<file path="src/rtl/div_32_seq.sv">
// Sequential signed divider producing {remainder, quotient} for the HI/LO pair.
// Restoring division works on operand magnitudes, one quotient bit per clock.
// The signs are applied in a final fix-up cycle. A start/busy/done handshake
// lets the control unit stall while a division is in flight.
module div_32_seq #(
  parameter int WIDTH = 32
) (
  input  logic               clock,
  input  logic               reset_n,
  input  logic               start,
  input  logic [WIDTH-1:0]   dividend,
  input  logic [WIDTH-1:0]   divisor,
  output logic               busy,
  output logic               done,
  output logic               dbz,
  output logic [2*WIDTH-1:0] P
);

  localparam int CNT_W = $clog2(WIDTH);

  typedef enum logic [1:0] {IDLE, CALC, FIX, DONE} state_t;

  state_t             state, state_nx;
  logic [WIDTH-1:0]   dvs_mag;   // |divisor|, constant during CALC
  logic [WIDTH-1:0]   rem;       // partial remainder
  logic [WIDTH-1:0]   quo;       // |dividend| shifting out, quotient bits shifting in
  logic [CNT_W-1:0]   cnt;
  logic               sign_q, sign_r;
  logic               div_zero, last_step, accept;
  logic signed [WIDTH:0] shifted, trial;
  logic               qbit;
  logic [WIDTH-1:0]   rem_nx;

  // Unsigned magnitude of a two's-complement value; |MIN| = 2^(W-1) still fits.
  function automatic logic [WIDTH-1:0] mag(input logic signed [WIDTH-1:0] x);
    return x[WIDTH-1] ? ('0 - x) : x;
  endfunction

  // Conditional two's-complement negation used to restore result signs.
  function automatic logic [WIDTH-1:0] cond_neg(input logic [WIDTH-1:0] x, input logic neg);
    return neg ? ('0 - x) : x;
  endfunction

  assign div_zero  = (divisor == '0);
  assign last_step = (cnt == CNT_W'(WIDTH - 1));
  assign accept    = (state == IDLE) && start && !div_zero;

  // One restoring step: shift in the next dividend bit, try subtracting |divisor|.
  // The trial runs at WIDTH+1 bits so the bit shifted out of rem is not lost.
  always_comb begin
    shifted = $signed({rem, quo[WIDTH-1]});
    trial   = shifted - $signed({1'b0, dvs_mag});
    qbit    = ~trial[WIDTH];
    rem_nx  = qbit ? trial[WIDTH-1:0] : shifted[WIDTH-1:0];
  end

  // State register.
  always_ff @(posedge clock) begin
    if (!reset_n) state <= IDLE;
    else          state <= state_nx;
  end

  // Next-state logic; start is only looked at in IDLE.
  always_comb begin
    state_nx = state;
    case (state)
      IDLE:    if (start) state_nx = div_zero ? DONE : CALC;
      CALC:    if (last_step) state_nx = FIX;
      FIX:     state_nx = DONE;
      DONE:    state_nx = IDLE;
      default: state_nx = IDLE;
    endcase
  end

  // Registered handshake and result; done is a one-cycle pulse by default-clear.
  always_ff @(posedge clock) begin
    if (!reset_n) begin
      busy <= 1'b0;
      done <= 1'b0;
      dbz  <= 1'b0;
      P    <= '0;
    end else begin
      done <= 1'b0;
      case (state)
        IDLE: begin
          if (start) begin
            if (div_zero) begin
              done <= 1'b1;
              dbz  <= 1'b1;
              P    <= {dividend, {WIDTH{1'b1}}};
            end else begin
              busy <= 1'b1;
            end
          end
        end
        FIX: begin
          busy <= 1'b0;
          done <= 1'b1;
          dbz  <= 1'b0;
          P    <= {cond_neg(rem, sign_r), cond_neg(quo, sign_q)};
        end
        default: ;
      endcase
    end
  end

  // Datapath: operand capture on accept, then one quotient bit per CALC cycle.
  always_ff @(posedge clock) begin
    if (accept) begin
      dvs_mag <= mag($signed(divisor));
      quo     <= mag($signed(dividend));
      rem     <= '0;
      cnt     <= '0;
      sign_q  <= dividend[WIDTH-1] ^ divisor[WIDTH-1];
      sign_r  <= dividend[WIDTH-1];
    end else if (state == CALC) begin
      rem <= rem_nx;
      quo <= {quo[WIDTH-2:0], qbit};
      cnt <= cnt + CNT_W'(1);
    end
  end

endmodule
</file>
<file path="config.mk">
export PLATFORM = sky130hd
export DESIGN_NAME = div_32_seq
export DESIGN_NICKNAME = d
export VERILOG_FILES = /design/src/rtl/div_32_seq.sv
export SDC_FILE = /design/constraint.sdc
export NUM_CORES = 1
export LEC_CHECK = 0
export BUFFER_PORTS_ARGS = -buffer_cell sky130_fd_sc_hd__buf_4
export CAP_MARGIN = 30
export CORE_AREA = 4 4 157 174
export DETAILED_ROUTE_END_ITERATION = 8
export DIE_AREA = 0 0 161 178
export GPL_TIMING_DRIVEN = 0
export SYNTH_ARGS = -nofsm -noshare
export SYNTH_HDL_FRONTEND = slang
export SYNTH_SLANG_ARGS = --single-unit
export TNS_END_PERCENT = 50
</file>
<file path="constraint.sdc">
create_clock -name clock -period 3.97 [get_ports clock]
set_input_delay 0.397 -clock clock [delete_from_list [all_inputs] [get_ports clock]]
set_output_delay 0.397 -clock clock [all_outputs]
set_load 0.02 [all_outputs]
</file>
=== After elaboration in Yosys (flattened, before gate mapping) ===
Index checks and enable logic that the tools add are counted.

* Flip-flop bits (word level): 172
* Input bits: 67
* Output and inout port bits: 67

* Add/sub/neg operators: 6
* Equality and inequality tests: 8
* Mux-type cells: 23
* Bitwise operators: 2
* Reduce and logical (&&, ||, !) cells: 10

{| class="wikitable"
|+ Operator list
! cell !! count
|-
| 2-to-1 mux 32 bit || 6
|-
| 2-to-1 mux 64 bit || 2
|-
| case mux 64 bit (2 select lines) || 1
|-
| subtractor 1 x 32 -> 32 bit, first input constant || 4
|-
| subtractor 33 bit || 1
|-
| logical NOT 32 bit || 1
|-
| 2-to-1 mux 31 bit || 1
|-
| != test 2 bit, second input constant || 4
|-
| case mux 2 bit (4 select lines) || 1
|-
| 2-to-1 mux 1 bit || 6
|-
| 2-to-1 mux 2 bit || 3
|-
| case mux 1 bit (2 select lines) || 3
|-
| AND reduction 3 bit || 2
|-
| adder 5 x 1 -> 5 bit, second input constant || 1
|-
| == test 5 bit, second input constant || 1
|-
| == test 2 bit, second input constant || 2
|-
| nonzero test 2 bit || 2
|-
| == test 2 x 1 -> 1 bit, second input constant || 1
|-
| logical AND 1 bit || 2
|-
| logical NOT 2 bit || 1
|-
| AND reduction 2 bit || 1
|-
| logical NOT 1 bit || 1
|-
| NOT 1 bit || 1
|-
| bitwise XOR 1 bit || 1
|}

=== Logic depth before layout (Yosys ltp) ===
Gate-level depths: netlist of the first run.

* Depth after elaboration: 4
* Depth in mapped cells: 13

=== Least setup slack after synthesis of the first run ===
OpenSTA, ideal clock, no wires.

* Path kind: input to register
* Start point: in divisor[19]
* End point: reg quo[0], enable pin
* Data arrival time: 3.444 ns
* Data required time: 3.491 ns
* Slack: 0.047 ns
* Stages: 8
* Buffers on the path: 2
* Cell sequence: or4_1 or3b_1 or3_1 or3_4 o311ai_4 buf_4 buf_2 nand2_1

* Longest elaborated chain between the ends: 4

{| class="wikitable"
|+ Ends and longest elaborated chain
! what !! RTL line !! text
|-
| from (decl) || 12 || <nowiki>input logic [WIDTH-1:0] divisor,</nowiki>
|-
| logical NOT 32 bit || 44 || <nowiki>assign div_zero = (divisor == '0);</nowiki>
|-
| logical NOT 1 bit || 46 || <nowiki>assign accept = (state == IDLE) && start && !div_zero;</nowiki>
|-
| logical AND 1 bit || 46 ||
|-
| nonzero test 2 bit (no source line) || - ||
|-
| to (signal assigned) || 111 || <nowiki>quo <= mag($signed(dividend));</nowiki>
|-
| to (signal assigned) || 118 || <nowiki>quo <= {quo[WIDTH-2:0], qbit};</nowiki>
|-
| to (decl) || 26 || <nowiki>logic [WIDTH-1:0] quo;</nowiki>
|}

Every way passes these cells.
A chain may end at the register's enable or synchronous reset.

=== Final worst setup path of the first run ===
* Start point: reg rem[14]
* End point: reg rem[7]

* Longest elaborated chain between the ends: 2

{| class="wikitable"
|+ Ends and longest elaborated chain
! what !! RTL line !! text
|-
| from (decl) || 25 || <nowiki>logic [WIDTH-1:0] rem;</nowiki>
|-
| from (signal assigned) || 117 || <nowiki>rem <= rem_nx;</nowiki>
|-
| subtractor 33 bit || 52 || <nowiki>trial = shifted - $signed({1'b0, dvs_mag});</nowiki>
|-
| 2-to-1 mux 32 bit || 54 || <nowiki>rem_nx = qbit ? trial[WIDTH-1:0] : shifted[WIDTH-1:0];</nowiki>
|}

Every way passes these cells.

==> metrics.txt, run 1 <==
# TYPE chip_impl_metric gauge
chip_impl_metric{name="synth.distinct_cells",unit=""} 61
chip_impl_metric{name="max_clock_freq",unit="MHz"} 269
chip_impl_info{name="top_library_cells_by_usage_in_the_layout_fill_and_taps_aside",value="152 x sky130_fd_sc_hd__nand2_1, 143 x sky130_fd_sc_hd__o21ai_0, 137 x sky130_fd_sc_hd__buf_4"} 1
chip_impl_metric{name="number_of_top_level_pins",unit=""} 134
chip_impl_metric{name="cts-htree-levels",unit=""} 4
chip_impl_metric{name="final.setup_skew",unit="ps"} 11.7
chip_impl_metric{name="postRouteWirelength",unit="µm"} 32300
chip_impl_metric{name="portBuffers",unit=""} 132
chip_impl_metric{name="power.ir.vdd_worst",unit="V"} 0.000368
chip_impl_metric{name="grt_remaining_overflow",unit=""} 0
chip_impl_metric{name="antenna_found_initial",unit=""} 0
chip_impl_metric{name="critPathRequiredTime",unit="ps"} 4270
chip_impl_metric{name="syn_to_final_growth",unit="%"} 18.4
chip_impl_metric{name="share_comb_of_total_power",unit="%"} 50.8
chip_impl_metric{name="arrival",unit="ps"} 4020
chip_impl_metric{name="report.power.total",unit="mW"} 9.68
chip_impl_info{name="worst_r2r_endpoint",value="rem[7]"} 1
chip_impl_metric{name="async_reset_ff_share",unit="%"} 0
chip_impl_metric{name="pin_count_of_the_biggest_net_entering_global_routing",unit=""} 44
chip_impl_metric{name="timing.setup.tns",unit="ps"} 0
chip_impl_metric{name="start_util",unit="%"} 43.7
chip_impl_metric{name="timing_worst_slew_pin_value",unit="ps"} 938
chip_impl_metric{name="setup_viol",unit=""} 0
chip_impl_metric{name="core_area",unit="mm²"} 0.0253
chip_impl_info{name="clock_tree_from_tritoncts",value="done"} 1
chip_impl_info{name="timing.critical_path.slowest_stage_cell",value="sky130_fd_sc_hd__xnor2_2"} 1
chip_impl_metric{name="slowest_delay",unit="ps"} 580
chip_impl_metric{name="die-area",unit="mm²"} 0.0287
chip_impl_metric{name="drv_slew",unit=""} 0
chip_impl_metric{name="drt_drc_violations_left",unit=""} 0
chip_impl_metric{name="netlist_area",unit="mm²"} 0.0111
chip_impl_info{name="run_status",value="complete, no violations"} 1
chip_impl_info{name="setup_crit_path_kind",value="flop to flop"} 1
chip_impl_metric{name="timing.max_cap.violations",unit=""} 0
chip_impl_metric{name="total_leakage_power",unit="nW"} 5.22
chip_impl_metric{name="postSynthNetCount",unit=""} 1392
chip_impl_info{name="netlist.top_cell.by_area",value="sky130_fd_sc_hd__dfxtp_1"} 1
chip_impl_metric{name="timing.final.crit_period",unit="ps"} 3720
chip_impl_metric{name="grt_pass1_wl",unit="µm"} 50900
chip_impl_info{name="critPathTopFamily",value="compound AO/OA/AOI/OAI gates"} 1
chip_impl_info{name="r2r-start",value="rem[14]"} 1
chip_impl_metric{name="crit_buf_inv",unit=""} 1
chip_impl_info{name="hold_path_class",value="input pin to flop"} 1
chip_impl_metric{name="clock_sinks",unit=""} 172
chip_impl_metric{name="power.clock.fraction",unit="%"} 16.9
chip_impl_metric{name="syn_avg_cell_area",unit="µm²"} 8.63
chip_impl_info{name="min-delay-start",value="divisor[0]"} 1
chip_impl_metric{name="synth_top_area_share",unit="%"} 19.2
chip_impl_info{name="min_to",value="dvs_mag[0]"} 1
chip_impl_metric{name="vias",unit=""} 9869
chip_impl_metric{name="insertion_delay",unit="ps"} 440
chip_impl_metric{name="grt_util_all_layers",unit="%"} 22.3
chip_impl_info{name="synth.area.top_cells",value="sky130_fd_sc_hd__dfxtp_1 19%, sky130_fd_sc_hd__edfxtp_1 18%, sky130_fd_sc_hd__xor2_1 6.7%"} 1
chip_impl_metric{name="synthesis.yosys.warnings",unit=""} 0
chip_impl_info{name="cts_root_buffer",value="sky130_fd_sc_hd__clkbuf_16"} 1
chip_impl_metric{name="route.met2.wl",unit="µm"} 16100
chip_impl_metric{name="cts.clk_slew.worst_paths",unit="ps"} 70
chip_impl_metric{name="dpl.hpwl",unit="µm"} 25700
chip_impl_metric{name="rr_worst_depth",unit=""} 10
chip_impl_info{name="path_cells",value="ha_1 > nand2_1 > or3_1 > a2111o_1 > a31oi_1 > nor3_1 > xnor2_2 > clkbuf_2 > mux2i_1 > a21oi_1"} 1
chip_impl_metric{name="drt_pass_1_iters",unit=""} 5
chip_impl_metric{name="power.net_switching",unit="mW"} 4.35
chip_impl_metric{name="die_width",unit="µm"} 161
chip_impl_metric{name="cellInternalPower",unit="mW"} 5.33
chip_impl_metric{name="syn-instance-count",unit=""} 1283
chip_impl_metric{name="layout-drive-gt1-share",unit="%"} 14.0
chip_impl_metric{name="antenna_violating_nets_left",unit=""} 0
chip_impl_metric{name="reg2reg_setup_slack",unit="ps"} 250
chip_impl_metric{name="timing_hold_violations_final",unit=""} 0
chip_impl_metric{name="vias_per_cell",unit=""} 5.50
chip_impl_metric{name="fin_crit_sh",unit="%"} 93.8
chip_impl_metric{name="synth.ff_latch_count",unit=""} 172
chip_impl_info{name="most_frequent_standard_cell_in_the_layout_excluding_fill_and_tap_cells",value="sky130_fd_sc_hd__nand2_1"} 1
chip_impl_metric{name="sequential_cell_area_fraction_in_the_yosys_report",unit="%"} 37.1
chip_impl_metric{name="dp_slack",unit="ps"} -530
chip_impl_metric{name="layoutNonFillerInstCount",unit=""} 1795
chip_impl_metric{name="whs",unit="ps"} 163
chip_impl_metric{name="fin_ws",unit="ps"} 248
chip_impl_metric{name="wire_per_inst",unit="µm"} 18.0
chip_impl_metric{name="place_inst",unit=""} 1762
chip_impl_metric{name="die_h",unit="µm"} 178
chip_impl_metric{name="first_iter_violations",unit=""} 668
chip_impl_info{name="rsz0062_at_grt",value="no"} 1
chip_impl_metric{name="synth_edf_count",unit=""} 66
chip_impl_info{name="route.top_layer_used",value="met4"} 1
chip_impl_metric{name="met3WireLength",unit="µm"} 1680
chip_impl_metric{name="cts.hold.buffers_added",unit=""} 0
chip_impl_info{name="crit_path_end_kind",value="flop"} 1
chip_impl_metric{name="placement_rows",unit=""} 61
chip_impl_metric{name="clk_path_buf_depth",unit=""} 2
chip_impl_metric{name="cellPowerDensity",unit="mW/mm²"} 738
chip_impl_metric{name="share_seq_of_total_power",unit="%"} 32.3
chip_impl_metric{name="finalNetCount",unit=""} 1545
chip_impl_metric{name="cts_made_buffers",unit=""} 17
chip_impl_info{name="dominantRegCellSynth",value="sky130_fd_sc_hd__dfxtp_1"} 1
chip_impl_metric{name="number_of_cells_on_the_worst_hold_path",unit=""} 1
chip_impl_metric{name="switching_share",unit="%"} 44.9
chip_impl_metric{name="max_slew_margin",unit="%"} 37.5
chip_impl_metric{name="critPathMaxFanout",unit=""} 10
chip_impl_metric{name="number_of_global_route_vias_before_repair",unit=""} 9613
chip_impl_info{name="setup.worst_path.start_class",value="flop"} 1
chip_impl_metric{name="place.gp.congestion",unit=""} 0.930
chip_impl_metric{name="wirelength_met1",unit="µm"} 13600
chip_impl_metric{name="diodes",unit=""} 0
kinds of logic after synthesis:
group / synth area share (%)
buf+inv: 4.64
compound gates: 22.4
fa+ha+maj: 4.81
simple gates: 14.5
xor+xnor: 12.1
mux: 4.46
flops: 37.1
synthesized netlist by cell type (all sizes together), types with 2 or more instances:
library cell  instances
o21a                  5
nand4                10
o22ai                 2
and3                  4
o21bai                4
o31ai                31
mux2                  3
xnor2                67
clkinv                2
a221oi                2
a211o                 3
a211oi               10
o41ai                16
nor2                 68
clkbuf               51
ha                   41
mux2i                46
a21o                 14
or2                   7
xor2                 85
a31oi                30
o21ai               144
nor3                 17
nand2b                6
a21oi                89
nand3                20
o311ai                2
a311oi               17
o211ai               19
nor4                  8
nor2b                 8
or3                  17
and4                  3
buf                  22
nand2               152
or4                  20
o2111ai               2
inv                  50
a41oi                 2
o41a                  2
dfxtp               106
edfxtp               66
worst max path at each step:
stage                      from       to  slack [ps]  cells after the start
detailed placement  divisor[19]  quo[10]        -530                     10
global route            rem[14]   rem[7]          10                     10
global placement    divisor[19]   quo[9]        -960                      9
CTS                     rem[14]   rem[9]          70                     10
floorplan           divisor[19]   quo[0]          50                      8
finish                  rem[14]   rem[7]         250                     10
sequential cells by signal (all words and copies together), names as in the netlist, 2 cells and up:
name     cells
P           64
cnt          5
dvs_mag     32
quo         32
rem         32
state        2
power by group through the flow:
stage	Clock [mW]	Sequential, mW	Combinational, mW
after global routing	1.73	3.21	5.48
after CTS	1.65	3.11	4.92
final	1.64	3.12	4.91
after detailed placement	0	3.15	4.88
after floorplan	0	3.14	3.41
after global placement	0	3.15	4.81
cell type report:
cell class	instances	area [µm²]
Inverter	52	195
Clock inverter	15	148
Buffer	73	323
Timing Repair Buffer	134	1030
Clock buffer	17	425
Fill cell	2536	12200
Sequential cell	172	4100
Tap cell	346	433
Multi-Input combinational cell	986	6450
per-stage QoR:
step | cell area [µm²] | utilization [%]
6_report | 13100 | 51.7
5_1_grt | 13100 | 51.7
4_1_cts | 13100 | 51.7
3_5_place_dp | 12500 | 49.4
3_3_place_gp | 12500 | 49.3
2_1_floorplan | 11100 | -
timing repair:
item,CTS,global route
buffers inserted,1,0
pin swaps,1,0
gates resized for setup,0,6
hold endpoints to repair,0,0
setup endpoints to repair,22,26
metal layers:
layer	global-route usage (%)	vias to the layer above
li1	-	4988
met1	27.5	4525
met2	40.3	306
met3	2.52	50
met4	8.46	0
met5	0	-
Power figures use the tool's default switching activity.
==> run 2, diff against run 1 <==
==> constraint.sdc (replaced) <==
create_clock -name clock -period 3.97 [get_ports clock]
set_input_delay 0.1985 -clock clock [delete_from_list [all_inputs] [get_ports clock]]
set_output_delay 0.1985 -clock clock [all_outputs]
set_load 0.02 [all_outputs]
==> run 2 against run 1 <==
Effect of this change:
- clock skew hardly changed
- combinational power increased by 1%
- register-to-register slack better by 90 ps
- worst hold slack got worse by 110 ps
- setup slack worse by 46 ps
- non-clock buffer count up 6
- sequential share of layout area fell by 0.13 points
- power rose by 0.73%
- design area up 0.42%
- clock power is essentially flat
- global-route usage barely moved
- critical endpoint is now quo[0]
- largest power group unchanged
==> metrics.txt, run 2 (synthesis results as in run 1) <==
# TYPE chip_impl_metric gauge
chip_impl_metric{name="fin_ws",unit="ps"} 202
chip_impl_metric{name="power.ir.vdd_worst",unit="V"} 0.000362
chip_impl_metric{name="filler_cell_count",unit=""} 2529
chip_impl_metric{name="timing.setup.tns",unit="ps"} 0
chip_impl_metric{name="cts.clk_slew.worst_paths",unit="ps"} 70
chip_impl_info{name="run_status",value="complete, no violations"} 1
chip_impl_metric{name="fin_crit_sh",unit="%"} 94.9
chip_impl_metric{name="whs",unit="ps"} 57.0
chip_impl_metric{name="clk_path_buf_depth",unit=""} 2
chip_impl_metric{name="timing_worst_slew_pin_value",unit="ps"} 936
chip_impl_info{name="worst_r2r_endpoint",value="rem[31]"} 1
chip_impl_metric{name="drv_slew",unit=""} 0
chip_impl_info{name="r2r-start",value="rem[19]"} 1
chip_impl_metric{name="dpl.hpwl",unit="µm"} 25700
chip_impl_metric{name="dp_slack",unit="ps"} -332
chip_impl_metric{name="cts_made_buffers",unit=""} 17
chip_impl_metric{name="insertion_delay",unit="ps"} 440
chip_impl_metric{name="detailed_place.area",unit="mm²"} 0.0125
chip_impl_metric{name="postRouteWirelength",unit="µm"} 32300
chip_impl_metric{name="critPathRequiredTime",unit="ps"} 4170
chip_impl_metric{name="number_of_top_level_pins",unit=""} 134
chip_impl_metric{name="reg2reg_setup_slack",unit="ps"} 340
chip_impl_metric{name="timing_hold_violations_final",unit=""} 0
chip_impl_metric{name="core_area",unit="mm²"} 0.0253
chip_impl_metric{name="power.net_switching",unit="mW"} 4.37
chip_impl_metric{name="power.clock.fraction",unit="%"} 16.8
chip_impl_metric{name="timing.final.crit_period",unit="ps"} 3770
chip_impl_metric{name="cellPowerDensity",unit="mW/mm²"} 740
chip_impl_info{name="setup_crit_path_kind",value="input pin to flop"} 1
chip_impl_metric{name="final.setup_skew",unit="ps"} 11.6
chip_impl_metric{name="finalNetCount",unit=""} 1551
chip_impl_info{name="top_library_cells_by_usage_in_the_layout_fill_and_taps_aside",value="152 x sky130_fd_sc_hd__nand2_1, 143 x sky130_fd_sc_hd__o21ai_0, 141 x sky130_fd_sc_hd__buf_4"} 1
chip_impl_metric{name="start_util",unit="%"} 43.7
chip_impl_info{name="min_to",value="dvs_mag[21]"} 1
chip_impl_metric{name="cts-htree-levels",unit=""} 4
chip_impl_metric{name="total_leakage_power",unit="nW"} 5.24
chip_impl_metric{name="drt_drc_violations_left",unit=""} 0
chip_impl_metric{name="antenna_violating_nets_left",unit=""} 0
chip_impl_metric{name="critPathMaxFanout",unit=""} 22
chip_impl_metric{name="share_seq_of_total_power",unit="%"} 32.0
chip_impl_metric{name="timing.max_cap.violations",unit=""} 0
chip_impl_metric{name="portBuffers",unit=""} 132
chip_impl_info{name="min-delay-start",value="divisor[21]"} 1
chip_impl_metric{name="first_iter_violations",unit=""} 637
chip_impl_metric{name="number_of_cells_on_the_worst_hold_path",unit=""} 2
chip_impl_metric{name="vias_per_cell",unit=""} 5.52
chip_impl_info{name="cts_root_buffer",value="sky130_fd_sc_hd__clkbuf_16"} 1
chip_impl_info{name="crit_path_end_kind",value="flop"} 1
chip_impl_info{name="setup.worst_path.start_class",value="input pin"} 1
chip_impl_metric{name="die_h",unit="µm"} 178
chip_impl_metric{name="wire_per_inst",unit="µm"} 17.9
chip_impl_metric{name="grt_util_all_layers",unit="%"} 22.3
chip_impl_metric{name="placement_rows",unit=""} 61
chip_impl_metric{name="layout-drive-gt1-share",unit="%"} 14.2
chip_impl_metric{name="drt_pass_1_iters",unit=""} 5
chip_impl_metric{name="cellInternalPower",unit="mW"} 5.38
chip_impl_metric{name="pin_count_of_the_biggest_net_entering_global_routing",unit=""} 44
chip_impl_info{name="largest_register",value="P"} 1
chip_impl_info{name="hold_path_class",value="input pin to flop"} 1
chip_impl_metric{name="share_comb_of_total_power",unit="%"} 51.1
chip_impl_metric{name="postLayoutCellArea",unit="mm²"} 0.0132
chip_impl_metric{name="number_of_global_route_vias_before_repair",unit=""} 9610
chip_impl_metric{name="clock_sinks",unit=""} 172
chip_impl_metric{name="die-area",unit="mm²"} 0.0287
chip_impl_metric{name="grt_remaining_overflow",unit=""} 0
chip_impl_metric{name="vias",unit=""} 9935
chip_impl_info{name="clock_tree_from_tritoncts",value="done"} 1
chip_impl_metric{name="max_slew_margin",unit="%"} 37.6
chip_impl_metric{name="place.gp.congestion",unit=""} 0.930
chip_impl_metric{name="grt_pass1_wl",unit="µm"} 50900
chip_impl_info{name="rsz0062_at_grt",value="no"} 1
chip_impl_metric{name="report.power.total",unit="mW"} 9.75
chip_impl_metric{name="diodes",unit=""} 0
chip_impl_metric{name="rr_worst_depth",unit=""} 11
chip_impl_metric{name="syn_to_final_growth",unit="%"} 18.9
chip_impl_metric{name="arrival",unit="ps"} 3960
chip_impl_metric{name="antenna_found_initial",unit=""} 0
chip_impl_metric{name="max_clock_freq",unit="MHz"} 265
chip_impl_metric{name="die_width",unit="µm"} 161
chip_impl_metric{name="largest_register_ffs",unit=""} 64
chip_impl_metric{name="switching_share",unit="%"} 44.8
chip_impl_metric{name="setup_viol",unit=""} 0
chip_impl_info{name="most_frequent_standard_cell_in_the_layout_excluding_fill_and_tap_cells",value="sky130_fd_sc_hd__nand2_1"} 1
run 2: repair_timing:
item,in CTS,in global routing
gates resized for setup,0,5
endpoints found under the setup margin,0,48
hold buffers,2,0
buffers inserted,0,5
hold endpoints to repair,2,0
run 2: per-stage QoR:
stage	instances	util [%]
2_1_floorplan	1283	-
3_3_place_gp	1761	49.3
3_5_place_dp	1762	49.4
4_1_cts	1796	51.8
5_1_grt	1801	52.0
6_report	1801	52.0
run 2: worst max path at each step:
stage / cells past startpoint / startpoint / end / slack (ps)
finish: 10 / divisor[19] / quo[0] / 200
global route: 10 / divisor[19] / quo[0] / 30
CTS: 10 / rem[14] / rem[9] / 70
detailed placement: 10 / divisor[19] / quo[10] / -330
global placement: 9 / divisor[19] / quo[9] / -760
floorplan: 8 / divisor[19] / quo[0] / 250
run 2: layer usage:
| layer | global-route usage, % | wire length [µm] |
|---|---|---|
| met1 | 27.4 | 13700 |
| met2 | 40.3 | 16100 |
| met3 | 2.52 | 1630 |
| met4 | 8.39 | 874 |
| met5 | 0 | 0 |
run 2: critical path, cell delays in order:
cell                       delay, ps
sky130_fd_sc_hd__buf_4           120
sky130_fd_sc_hd__or4_1           530
sky130_fd_sc_hd__or3b_1          390
sky130_fd_sc_hd__or3_1           410
sky130_fd_sc_hd__or3_4           450
sky130_fd_sc_hd__o311ai_4        550
sky130_fd_sc_hd__buf_4           320
sky130_fd_sc_hd__buf_2           290
sky130_fd_sc_hd__nand2_1         380
sky130_fd_sc_hd__buf_16          300
run 2: layout make-up:
type	count	area [µm²]	area share, %
clock inverters	15	148	1.12
inverters	52	195	1.48
plain buffers	73	322	2.44
well taps	346	433	3.29
repair buffers	140	1080	8.17
multi-input cells	986	6460	49.1
flip-flops and latches	172	4100	31.2
clock buffers	17	425	3.23
run 2: power by group through the flow:
stage,registers [mW],logic (mW),clock network [mW]
finish,3.12,4.98,1.64
global route,3.20,5.55,1.73
CTS,3.11,4.91,1.65
detailed placement,3.15,4.88,0
global placement,3.15,4.81,0
floorplan,3.14,3.41,0
